[src/rtl/lcd_pkg.sv]
// Shared types and constants for the LCD character-write path:
// sequencer state, instruction word layout and the fixed message text.
package lcd_pkg;

    localparam int unsigned DB_W   = 10;
    localparam int unsigned STEP_W = 6;
    localparam int unsigned CNT_W  = 20;

    typedef enum logic [2:0] {
        POWER_WAIT,
        ISSUE,
        WAIT_DONE,
        GAP,
        FINISHED
    } seq_state_t;

    // Instruction word as seen by the Instruction stage: {RS, RW, D[7:0]}
    typedef struct packed {
        logic       rs;
        logic       rw;
        logic [7:0] data;
    } lcd_word_t;

    localparam logic [7:0] FUNC_SET   = 8'h28;
    localparam logic [7:0] ENTRY_MODE = 8'h06;
    localparam logic [7:0] DISP_ON    = 8'h0C;
    localparam logic [7:0] CLEAR      = 8'h01;
    localparam logic [7:0] LINE1_ADDR = 8'h80;
    localparam logic [7:0] LINE2_ADDR = 8'hC0;

    localparam logic [STEP_W-1:0] CLEAR_STEP  = 6'd3;
    localparam logic [STEP_W-1:0] LINE1_STEP  = 6'd4;
    localparam logic [STEP_W-1:0] LINE1_FIRST = 6'd5;
    localparam logic [STEP_W-1:0] LINE1_LAST  = 6'd20;
    localparam logic [STEP_W-1:0] LINE2_STEP  = 6'd21;
    localparam logic [STEP_W-1:0] LINE2_FIRST = 6'd22;
    localparam logic [STEP_W-1:0] LAST_STEP   = 6'd37;

    localparam logic [127:0] LINE1_TEXT = "FPGA LCD DEMO   ";
    localparam logic [127:0] LINE2_TEXT = "SPARTAN-3E      ";

    // Character idx of a 16-char string literal; idx 0 is the leftmost char.
    function automatic logic [7:0] text_char(input logic [127:0] text, input logic [3:0] idx);
        logic [6:0] lsb;
        lsb = {~idx, 3'b000};
        return text[lsb +: 8];
    endfunction

endpackage

[src/rtl/lcd_command_sequencer_if.sv]
// Handshake between the command sequencer and the Instruction stage.
interface lcd_command_sequencer_if;
    import lcd_pkg::*;

    logic      next_instruction;
    lcd_word_t db;
    logic      done;

    modport master (output next_instruction, output db, input done);
    modport slave  (input next_instruction, input db, output done);

endinterface

[src/rtl/lcd_message_rom.sv]
// Fixed 38-entry instruction list: LCD setup, then two lines of text,
// each preceded by its DDRAM address.
module lcd_message_rom
    import lcd_pkg::*;
(
    input  logic [STEP_W-1:0] step,
    output lcd_word_t         db
);

    always_comb begin
        db.rs   = 1'b0;
        db.rw   = 1'b0;
        db.data = 8'h00;
        case (step)
            6'd0:       db.data = FUNC_SET;
            6'd1:       db.data = ENTRY_MODE;
            6'd2:       db.data = DISP_ON;
            CLEAR_STEP: db.data = CLEAR;
            LINE1_STEP: db.data = LINE1_ADDR;
            LINE2_STEP: db.data = LINE2_ADDR;
            default: begin
                if (step >= LINE1_FIRST && step <= LINE1_LAST) begin
                    db.rs   = 1'b1;
                    db.data = text_char(LINE1_TEXT, 4'(step - LINE1_FIRST));
                end else if (step >= LINE2_FIRST && step <= LAST_STEP) begin
                    db.rs   = 1'b1;
                    db.data = text_char(LINE2_TEXT, 4'(step - LINE2_FIRST));
                end
            end
        endcase
    end

endmodule

[src/rtl/lcd_command_sequencer.sv]
// Steps through the LCD message ROM after the power-on delay, launching one
// instruction at a time and honouring the per-command execution gap.
module lcd_command_sequencer
    import lcd_pkg::*;
#(
    parameter int unsigned POWERUP_CYCLES   = 750000,
    parameter int unsigned CMD_GAP_CYCLES   = 2000,
    parameter int unsigned CLEAR_GAP_CYCLES = 82000
) (
    input  logic                           clk,
    input  logic                           reset,
    lcd_command_sequencer_if.master        instr,
    output logic                           seq_done
);

    // A zero-length wait or gap still takes one cycle.
    localparam logic [CNT_W-1:0] POWER_TGT =
        (POWERUP_CYCLES == 0) ? CNT_W'(1) : CNT_W'(POWERUP_CYCLES);
    localparam logic [CNT_W-1:0] CMD_TGT =
        (CMD_GAP_CYCLES == 0) ? CNT_W'(1) : CNT_W'(CMD_GAP_CYCLES);
    localparam logic [CNT_W-1:0] CLEAR_TGT =
        (CLEAR_GAP_CYCLES == 0) ? CNT_W'(1) : CNT_W'(CLEAR_GAP_CYCLES);

    seq_state_t        state, state_nx;
    logic [STEP_W-1:0] step, step_nx;
    logic [CNT_W-1:0]  count, count_nx;
    logic              next_instr_nx;
    lcd_word_t         db_nx;
    logic              seq_done_nx;
    lcd_word_t         rom_word;

    // ROM is addressed by the next step so db lands together with the strobe.
    lcd_message_rom u_rom (
        .step (step_nx),
        .db   (rom_word)
    );

    always_ff @(posedge clk or negedge reset) begin
        if (!reset) begin
            state                  <= POWER_WAIT;
            step                   <= '0;
            count                  <= '0;
            instr.next_instruction <= 1'b0;
            instr.db               <= '0;
            seq_done               <= 1'b0;
        end else begin
            state                  <= state_nx;
            step                   <= step_nx;
            count                  <= count_nx;
            instr.next_instruction <= next_instr_nx;
            instr.db               <= db_nx;
            seq_done               <= seq_done_nx;
        end
    end

    // Power-on wait counts up from the reset value; gaps count down to zero.
    always_comb begin
        state_nx = state;
        step_nx  = step;
        count_nx = count;
        case (state)
            POWER_WAIT: begin
                if (count >= POWER_TGT) begin
                    state_nx = ISSUE;
                    step_nx  = '0;
                    count_nx = '0;
                end else begin
                    count_nx = count + CNT_W'(1);
                end
            end
            ISSUE: state_nx = WAIT_DONE;
            WAIT_DONE: begin
                if (instr.done) begin
                    state_nx = GAP;
                    count_nx = (step == CLEAR_STEP) ? CLEAR_TGT : CMD_TGT;
                end
            end
            GAP: begin
                if (count == '0) begin
                    if (step == LAST_STEP) begin
                        state_nx = FINISHED;
                    end else begin
                        state_nx = ISSUE;
                        step_nx  = step + STEP_W'(1);
                    end
                end else begin
                    count_nx = count - CNT_W'(1);
                end
            end
            FINISHED: state_nx = FINISHED;
            default:  state_nx = POWER_WAIT;
        endcase

        next_instr_nx = (state_nx == ISSUE);
        db_nx         = (state_nx == ISSUE) ? rom_word : instr.db;
        seq_done_nx   = (state_nx == FINISHED);
    end

endmodule

[src/flat_wrapper.sv]
// flat-port wrapper written by rule: the top's interface ports become plain ports
module lcd_command_sequencer_flat import lcd_pkg::*;
#(
    parameter int unsigned POWERUP_CYCLES   = 750000,
    parameter int unsigned CMD_GAP_CYCLES   = 2000,
    parameter int unsigned CLEAR_GAP_CYCLES = 82000
)
  (clk, reset, seq_done, instr_next_instruction, instr_db, instr_done);
  lcd_command_sequencer_if instr_i ();
  input  logic clk;
  input  logic reset;
  output logic seq_done;
  output wire logic [$bits(instr_i.next_instruction)-1:0] instr_next_instruction;
  output wire logic [$bits(instr_i.db)-1:0] instr_db;
  input wire logic [$bits(instr_i.done)-1:0] instr_done;
  assign instr_next_instruction = instr_i.next_instruction;
  assign instr_db = instr_i.db;
  assign instr_i.done = instr_done;
  lcd_command_sequencer #(.POWERUP_CYCLES(POWERUP_CYCLES), .CMD_GAP_CYCLES(CMD_GAP_CYCLES), .CLEAR_GAP_CYCLES(CLEAR_GAP_CYCLES)) u_core (.clk(clk), .reset(reset), .instr(instr_i), .seq_done(seq_done));
endmodule
[config.mk]
export PLATFORM = sky130hd
export DESIGN_NAME = lcd_command_sequencer_flat
export DESIGN_NICKNAME = d
export VERILOG_FILES = /design/src/rtl/lcd_pkg.sv /design/src/rtl/lcd_command_sequencer_if.sv /design/src/rtl/lcd_message_rom.sv /design/src/rtl/lcd_command_sequencer.sv /design/src/flat_wrapper.sv
export SDC_FILE = /design/constraint.sdc
export NUM_CORES = 1
export LEC_CHECK = 0
export ABC_CLOCK_PERIOD_IN_PS = 8500
export CORE_UTILIZATION = 60
export DETAILED_ROUTE_END_ITERATION = 12
export PLACE_DENSITY = 0.78
export SLEW_MARGIN = 20
export SYNTH_ARGS = -nofsm -noshare
export SYNTH_HDL_FRONTEND = slang
export SYNTH_SLANG_ARGS = --single-unit
export TNS_END_PERCENT = 10
[constraint.sdc]
create_clock -name clk -period 8.5 [get_ports clk]
set_clock_uncertainty 0.05 [all_clocks]
set_input_delay 1.7 -clock clk [delete_from_list [all_inputs] [get_ports clk]]
set_output_delay 1.7 -clock clk [all_outputs]
set_load 0.02 [all_outputs]
==> impl_results.md, run 1 <==
- Worst-path clk slew: 0.08 ns
- Root buffer cell: clkbuf_8
- Sequential area share after synthesis: 27.6%
- Post-synth cell types: 84
- Core outline area: 0.00568 mm^2
- Diode count: 0
- Reg2reg end: u_core.instr.db[6]
- Clock Power Share: ~23%
- Asr flop ratio synth: 100%
- Total power: 595 uW
- Total global-route track usage: 31.5%
- Startpoint Class: register
- CTS tree: built
- Hold path start: u_core.instr.db[7]
- WS Path Type: reg -> reg
- Post-CTS Setup Repair Bufs: 0
- Detail Placement HPWL: between 6000 and 7000 um
- Synthesized Nets: 473
- Die area: between 0.006 and 0.007 mm^2
- FP Rows: 27
- Pins Over Slew Limit: 0
- Fillers: 481
- Power Density: about 160 mW/mm^2
- Routed length per instance: 18.1 um
- Leak: between 0.0015 and 0.002 uW
- Final number of hold-violating endpoints: 0
- Gpl congestion: between 0.9 and 1
- MaxCap Viol Count: 0
- Clock Latency Late Sink: ~0.3 ns
- VDD IR-drop max: 0.133 mV
- Post-DRT Antenna Nets: 0
- Main flop type after synthesis: dfrtp_1
- Commonest non-fill, non-tap cell in the layout: o21ai_0
- P_int: 358 uW
- Final wirelength: 9280 um
- Vias: 3551
- Critical Path RT: between 8 and 9 ns
- Tmin final: 4.78 ns
- Beginning of the critical path: u_core.count[0]
- Worst-margin pin slew: 1.04 ns
- Worst r2r path cells: 15
- Final worst-path cycle share: 56.2%
- Vias in the first global route: 3155
- Vias per inst: 6.92
- Share of cells above drive strength 1: 9.75%
- Ports: 15
- Flop2flop setup slack: 3.72 ns
- RSZ-0062 raised after global routing: false
- Seq cells post-synth: 40
- Die Ht: 79.7 um
- CTS resizes: 0
- Relative slew slack: 30.1%
- Critical Path Sink Type: register
- Die X: 79.7 um
- Antenna violations before repair: 0
- Sum of negative setup slack: 0 ns
- Largest net degree at the start of global routing: 41
- Area growth syn-to-layout: 4.18%
- Bufs on Longest Clock Path: 2
- Commonest cells after routing, fill and taps aside: 41 x o21ai_0, 40 x dfrtp_1, 38 x nor2_1
- Status: completed
- Hold Crit Class: reg -> reg
- Worst setup path endpoint: u_core.instr.db[6]
- FF-to-FF Start: u_core.count[0]
- Global-route wire length before repair: 15600 um
- Combinational Power Share: 26.4%
- Share of power burned in registers: 50.9%
- Drt drc: 0
- Htree depth: 2
- Total CTS buffers: 5
- Psw: 236 uW
- Clock Sinks: 40
- Crit Path Max Fanout: 12
- Switch share: about two fifths
- Yosys warning count: 0
- Netlist Area Pre-Place: 0.00362 mm^2
- PortBufs: 13
- Final nets: 459
- Finish-stage setup viols: 0
- Post-Synthesis Cells: roughly 450
- Mean area per synthesized cell: 7.98 um^2
- Starting Density: between 60% and 70%
- Grt ovf: 0
- Post-synth EDFFs: 0
- Hold Buf Count CTS: 0
- Drt first pass iters: 5
- Worst EP arrival: just under 5 ns
- FMAX: 209 MHz
- Initial DRC count: approximately 470
state kept, by name, summed over array words and instances, names as in the netlist:
signal,cells
u_core.count,20
u_core.seq_done,1
u_core.state,3
u_core.step,6
u_core.instr.db,9
u_core.instr.next_instruction,1
kinds of logic (layout without fill, tap and decap cells):
kind of cell / Yosys count / in the layout / share of synthesized area, %
buffers and inverters: 57 / 44 / 6.98
multiplexers: 3 / 3 / 1.21
flip-flops: 40 / 40 / 27.6
XOR/XNOR: 11 / 11 / 3.38
AO/OA/AOI/OAI: 154 / 154 / 28.9
adder cells (fa/ha/maj): 16 / 16 / 5.52
other: 1 / 1 / 0.103
AND/OR/NAND/NOR: 172 / 172 / 26.3
worst min-delay path by stage:
stage / to / cells past startpoint / slack (ns)
after floorplan: u_core.state[1] / 2 / 0.47
after global placement: u_core.instr.db[7] / 2 / 0.42
after detailed placement: u_core.instr.db[7] / 2 / 0.41
after CTS: u_core.instr.db[7] / 2 / 0.43
after global routing: u_core.instr.db[4] / 2 / 0.47
final: u_core.instr.db[7] / 2 / 0.42
Yosys cell counts, types with 7 or more instances:
| master | count | area (um^2) |
|---|---|---|
| o21ai_0 | 41 | 205 |
| dfrtp_1 | 40 | 1000 |
| nor2_1 | 38 | 143 |
| a21oi_1 | 36 | 180 |
| nand2_1 | 35 | 131 |
| clkbuf_1 | 22 | 82.6 |
| nand3_1 | 19 | 95.1 |
| inv_1 | 18 | 67.6 |
| ha_1 | 16 | 200 |
| a31oi_1 | 15 | 93.8 |
| nor3_1 | 14 | 70.1 |
| nand4_1 | 10 | 62.6 |
| and3_1 | 9 | 56.3 |
| o31ai_1 | 7 | 52.6 |
area by class of cell:
class	instances	area (um^2)	share of cell area [%]
Multi-Input combinational cell	357	2370	62.8
Timing Repair Buffer	15	140	3.71
Tap cell	72	90.1	2.39
Clock buffer	8	90.1	2.39
Sequential cell	40	1000	26.5
Inverter	21	83.8	2.22
worst max-delay path: stages, from the launching register on:
cell	delay (ns)
dfrtp_1	0.41
inv_1	0.12
ha_1	0.20
nor2b_1	0.17
nand4_2	0.25
or4_4	0.56
and2_4	0.23
a21oi_1	0.51
inv_1	0.28
ha_1	0.35
a31o_2	0.23
a31oi_1	0.34
xnor2_4	0.24
xnor2_1	0.12
a2111o_1	0.46
a41oi_2	0.18
through the flow:
step	cells	hold WS, ns	area (um^2)	setup WS, ns	util [%]
3_3_place_gp	505	0.421	3680	3.95	64.9
2_1_floorplan	454	0.467	3620	4.36	-
5_1_grt	513	0.469	3770	3.45	66.5
3_5_place_dp	505	0.408	3680	3.76	64.9
6_report	513	0.422	3770	3.72	66.5
4_1_cts	513	0.426	3770	3.73	66.5
per-layer routing:
layer	vias up	wire length [um]	global-route usage, %
li1	1666	-	-
met1	1680	4250	46.9
met2	186	4130	47.6
met3	19	745	3.89
met4	0	153	8.55
met5	-	0	0
power by group through the flow:
stage                     sequential, uW  combinational [uW]  clock [uW]
after floorplan                      241                 193           0
after global placement               302                 150           0
after detailed placement             304                 155           0
after CTS                            301                 157         137
after global routing                 310                 179         147
final                                303                 157         135
Note: power is estimated with default switching activity, not from simulation.
==> inputs of run 2 (changes only) <==
ABC_CLOCK_PERIOD_IN_PS = 4500   (was 8500)
clock period = 4.5 ns   (was 8.5 ns; I/O delays follow)
==> run 2 against run 1 <==
Highest routed layer unchanged. Register-to-register slack lost 3.4 ns. Global-route usage is 1.1 points higher. Sequential share of layout area down 0.80 points. Routed wire length grew 4.2%. Flip-flop and latch count unchanged. Power up 95%. Clock-buffer cell count shrank 2. Worst setup slack got worse by 3.4 ns. Critical path depth down 1. Worst hold slack improved by 0.037 ns.
==> impl_results.md, run 2 (synthesis results as in run 1) <==
- Critical Path RT: 4.68 ns
- Detail Placement HPWL: about 7000 um
- Final nets: 471
- Bufs on Longest Clock Path: 2
- FMAX: 237 MHz
- Hold Crit Class: reg -> reg
- Total power: 1160 uW
- Post-DRT Antenna Nets: 0
- Status: completed
- Antenna violations before repair: 0
- Drt drc: 0
- Final worst-path cycle share: around 94%
- Clock Latency Late Sink: 0.30 ns
- Leak: between 0.0015 and 0.002 uW
- Sum of negative setup slack: 0 ns
- Vias per inst: around 6.9
- Die Ht: 79.7 um
- Switch share: 40.1%
- Total global-route track usage: 32.5%
- Share of power burned in registers: 47.1%
- Starting Density: 63.8%
- Clock Power Share: 22.5%
- Global-route wire length before repair: 16200 um
- MaxCap Viol Count: 0
- Drt first pass iters: 7
- Buf/Inv on CP: 2
- Power Density: around 300 mW/mm^2
- CTS tree: built
- Root buffer cell: clkbuf_8
- Placed cells: 517
- Crit Path Max Fanout: 12
- Gpl congestion: roughly 0.95
- Startpoint Class: register
- Psw: 465 uW
- CP top delay family: simple AND/OR/NAND/NOR gates
- Core outline area: 0.00568 mm^2
- Htree depth: 2
- Top cell by count, worst path: a31oi_1
- Total CTS buffers: 5
- Fin cells: approximately 530
- Vias in the first global route: 3379
- Area growth syn-to-layout: 7.42%
- Worst-path clk slew: 0.09 ns
- RSZ-0062 raised after global routing: false
- Worst-margin pin slew: ~0.92 ns
- P_int: 695 uW
- Critical-path cell list: nor4_4 > nand2_2 > or4_4 > and2_4 > a21oi_2 > inv_1 > buf_4 > ha_1 > or3_1 > a31oi_1 > a2111oi_4 > nor3_1 > o21ai_1 > a31oi_1
- Tmin final: 4.22 ns
- Final worst slack: between 0.2 and 0.3 ns
- Final wirelength: 9670 um
- Share of cells above drive strength 1: 13.2%
- WS Path Type: reg -> reg
- Clock Sinks: 40
- FP Rows: 27
- Initial DRC count: 414
- Most flops, register: u_core.count
- Finish-stage setup viols: 0
- Pins Over Slew Limit: 0
- Slowest cell on the critical path: or4_4
- Diode count: 0
- Die area: 0.00635 mm^2
- Final number of hold-violating endpoints: 0
- PortBufs: 13
- Vias: 3630
- Grt ovf: 0
- Largest regs: u_core.count (20), u_core.instr.db (9), u_core.step (6)
- Setup WS pre-CTS: approximately 0.11 ns
- Largest net degree at the start of global routing: 41
- Relative slew slack: 38.6%
- Critical Path Sink Type: register
- Combinational Power Share: 30.3%
- Commonest cells after routing, fill and taps aside: 41 x o21ai_0, 40 x dfrtp_1, 37 x nor2_1
- Ports: 15
- Hold Buf Count CTS: 0
- VDD IR-drop max: 0.236 mV
- Worst EP arrival: 4.40 ns
- Number of flip-flops in the largest register: 20
- Commonest non-fill, non-tap cell in the layout: o21ai_0
- CP peak stage delay: between 0.5 and 0.6 ns
- Routed length per instance: 18.4 um
- Die X: 79.7 um
run 2: cell count changes in the layout (fill, tap and decap cells not counted), sizes merged:
cell / before / now
clkbuf: 8 / 6
clkinv: 1 / 3
buf: 3 / 15
run 2: power groups by stage:
stage	logic, uW	registers [uW]	clock network [uW]
after floorplan	364	455	0
after global placement	339	548	0
after detailed placement	348	551	0
after CTS	350	543	263
after global routing	391	559	281
final	352	546	261
run 2: worst register-to-register path, delay by kind of cell, from the launching register on:
kind,cells,cell delay (ns)
and+or+nand+nor,6,2.09
AOI/OAI and AO/OA,5,0.97
DFF,1,0.52
buffers and inverters,2,0.28
adders and majority gates,1,0.25
run 2: worst paths after layout:
kind | from | end | slack, ns | cells past startpoint
worst min-delay path | u_core.instr.db[4] | u_core.instr.db[4] | 0.46 | 2
max in group asynchronous | reset | u_core.step[3] | 3.14 | 1
min in group asynchronous | reset | u_core.count[14] | 0.68 | 1
worst max register to register | u_core.count[12] | u_core.instr.db[0] | 0.28 | 14
worst min register to register | u_core.instr.db[4] | u_core.instr.db[4] | 0.46 | 2
worst max-delay path | u_core.count[12] | u_core.instr.db[0] | 0.28 | 14
run 2: what timing repair did:
item	in CTS	in global routing
setup buffers	0	0
resized for setup	0	4
endpoints found under the setup margin	0	7
run 2: cell type report:
| class | count | area, um^2 |
|---|---|---|
| multi-input combinational | 357 | 2390 |
| fill | 470 | 1780 |
| sequential | 40 | 1000 |
| timing repair buffer | 27 | 230 |
| tap | 72 | 90.1 |
| inverter | 21 | 83.8 |
| clock buffer | 6 | 82.6 |
| clock inverter | 2 | 10.0 |
run 2: layer usage:
layer	vias to the layer above	global-route usage (%)	wire (um)
li1	1684	-	-
met1	1725	45.5	4310
met2	196	49.4	4290
met3	25	6.51	881
met4	0	11.6	188
met5	-	0	0
run 2: stage by stage:
step	utilization [%]	hold slack, ns	area, um^2
after global routing	68.6	0.498	3890
final	68.6	0.459	3890
after CTS	68.1	0.453	3870
after detailed placement	66.5	0.429	3770
after floorplan	-	0.467	3620
after global placement	66.5	0.420	3770
==> inputs of run 3 (changes only) <==
ABC_CLOCK_PERIOD_IN_PS = 3600   (was 4500)
CORE_UTILIZATION = 56   (was 60)
HOLD_SLACK_MARGIN = 0.05   (was unset)
PLACE_DENSITY = 0.76   (was 0.78)
clock period = 3.6 ns   (was 4.5 ns; I/O delays follow)
==> run 3 against run 2 <==
Worst hold slack worse by 0.0017 ns. Sequential power grew 11%. Die area up 7.0%. First-iteration DRC count shrank 11%. Power is 40% higher. Critical path depth grew 1. Maximum frequency is 21% higher. Register-to-register slack got worse by 0.18 ns. Via count grew 5.8%. Routed wire length grew 12%. Cell count grew 9.5%.
==> impl_results.md, run 3 (synthesis results as in run 1) <==
- Status: completed
- Critical Path RT: ~3.7 ns
- Leak: around 0.0018 uW
- Slowest cell on the critical path: or4_4
- Clock Latency Late Sink: 0.30 ns
- Final wirelength: 10800 um
- Fillers: 501
- Commonest cells after routing, fill and taps aside: 58 x buf_4, 40 x o21ai_0, 39 x dfrtp_1
- Grt ovf: 0
- Final Util: 72.1%
- Area of the multi-input gates: 0.00253 mm^2
- Clock Power Share: 20.0%
- CP peak stage delay: 0.58 ns
- Relative slew slack: 37.6%
- Storage cell area: 0.00100 mm^2
- Final nets: 518
- FMAX: 286 MHz
- Commonest non-fill, non-tap cell in the layout: buf_4
- Fin area: 0.00440 mm^2
- Most flops, register: u_core.count
- Diode count: 0
- Hold Buf Count CTS: 0
- Hold Crit Class: reg -> reg
- Share of cells above drive strength 1: 25.2%
- Finish-stage setup viols: 0
- Share of power burned in registers: 37.3%
- Hold depth: 2
- Largest regs: u_core.count (20), u_core.instr.db (9), u_core.step (6)
- Power Density: around 370 mW/mm^2
- Global-route wire length before repair: 17300 um
- Psw: 631 uW
- Total global-route track usage: 33.8%
- Htree depth: 2
- Final worst-path cycle share: 97.3%
- Number of flip-flops in the largest register: 20
- Clock Sinks: 40
- Critical Path Sink Type: register
- Largest net degree at the start of global routing: 41
- CTS tree: built
- Core outline area: between 0.006 and 0.007 mm^2
- Worst r2r path cells: 15
- Antenna violations before repair: 0
- Pins Over Slew Limit: 0
- Worst EP arrival: 3.63 ns
- Met1 GRT Util: 48.7%
- Die X: roughly 80 um
- Beginning of the critical path: u_core.count[1]
- Total CTS buffers: 5
- Final number of hold-violating endpoints: 0
- Vias in the first global route: 3500
- Met2 Usage GRT: 50.0%
- Bufs on Longest Clock Path: 2
- Worst-margin pin slew: roughly 0.94 ns
- Area growth syn-to-layout: 21.3%
- RSZ-0062 raised after global routing: true
- Critical-path cell list: inv_2 > ha_4 > nor2b_4 > nand4_2 > or4_4 > and2_4 > a21oi_4 > buf_6 > ha_2 > buf_4 > a31oi_4 > xnor2_4 > mux2_2 > o21ai_2 > a31oi_1
- Post-DRT Antenna Nets: 0
- Vias: 3842
- Initial DRC count: 368
- WS Path Type: reg -> reg
- Detail Placement HPWL: 7670 um
- FP Rows: 28
- Vias per inst: between 6 and 7
- Met3 Usage GRT: 6.92%
- VDD IR-drop max: approximately 0.32 mV
- Drt drc: 0
- Top Usage Layer GRT: met2
- Startpoint Class: register
- Root buffer cell: clkbuf_8
- Die area: slightly below 0.007 mm^2
- Ports: 15
- Combinational Power Share: 42.6%
- Crit Path Max Fanout: 4
- FF-to-FF Start: u_core.count[1]
- Post-DP Area: approximately 0.0041 mm^2
- Worst-path clk slew: 0.09 ns
- Hold path start: u_core.instr.db[7]
- Gpl congestion: ~0.94
- PortBufs: 13
- Tmin final: 3.50 ns
- P_int: 997 uW
- Starting Density: 59.4%
- Switch share: 38.8%
- Die Ht: 82.4 um
- MaxCap Viol Count: 0
- Drt first pass iters: 5
- Routed length per instance: about 19 um
run 3: cell count changes in the layout (fill, tap and decap cells not counted), moves of 2 or more:
cell     previous run  this run
a31oi_4             0         2
buf_4              14        58
inv_2               2         6
nor3_4              1         3
ha_1               16        11
buf_6               0         3
inv_1              18        13
nor3_2              2         0
ha_2                0         2
ha_4                0         3
run 3: final timing paths:
| path | endpoint | slack, ns |
|---|---|---|
| setup / recovery | u_core.instr.db[0] | 0.1 |
| hold / removal | u_core.instr.db[7] | 0.46 |
| setup reg to reg | u_core.instr.db[0] | 0.1 |
| hold reg to reg | u_core.instr.db[7] | 0.46 |
| max in group asynchronous | u_core.state[2] | 2.36 |
| min in group asynchronous | u_core.count[18] | 0.51 |
run 3: final cells by class:
type	instances	share of cell area [%]
Clock inverter	2	0.228
Inverter	21	1.96
Timing Repair Buffer	74	13.5
Sequential cell	40	22.8
Clock buffer	6	1.88
Tap cell	75	2.13
Multi-Input combinational cell	357	57.5
run 3: stage by stage:
stage / setup WS, ns / TNS, ns / std cells / hold slack [ns] / total power, uW
3_3_place_gp: 0.0648 / 0 / 559 / 0.404 / 1230
4_1_cts: 0.00578 / 0 / 567 / 0.454 / 1570
2_1_floorplan: -0.0687 / -0.0707 / 454 / 0.374 / 1020
6_report: 0.0988 / 0 / 575 / 0.457 / 1630
3_5_place_dp: 0.0193 / 0 / 559 / 0.427 / 1250
5_1_grt: -0.0573 / -0.245 / 575 / 0.490 / 1720
run 3: metal layers:
metal | share of wire (%) | wire length, um
met3 | 8.3 | 895
met5 | 0 | 0
met4 | 2.2 | 242
met1 | 45 | 4870
met2 | 45 | 4830
run 3: power groups by stage:
stage / logic, uW / clock network, uW / registers [uW]
after floorplan: 455 / 0 / 569
after global placement: 624 / 0 / 602
after detailed placement: 641 / 0 / 606
after CTS: 643 / 326 / 598
after global routing: 761 / 342 / 617
final: 694 / 326 / 608
run 3: critical path: cells and delay by family (launching register included):
kind	cells	cell delay, ns
AO/OA/AOI/OAI	4	0.57
buffers and inverters	3	0.36
AND/OR/NAND/NOR	4	0.99
adder cells (fa/ha/maj)	2	0.34
XOR/XNOR	1	0.26
flip-flops	1	0.39
multiplexers	1	0.39
run 3: timing repair:
action / 4_1_cts / 5_1_grt
setup buffers: 0 / 8
endpoints found under the setup margin: 2 / 8
resized for setup: 2 / 31
pin swaps: 0 / 14
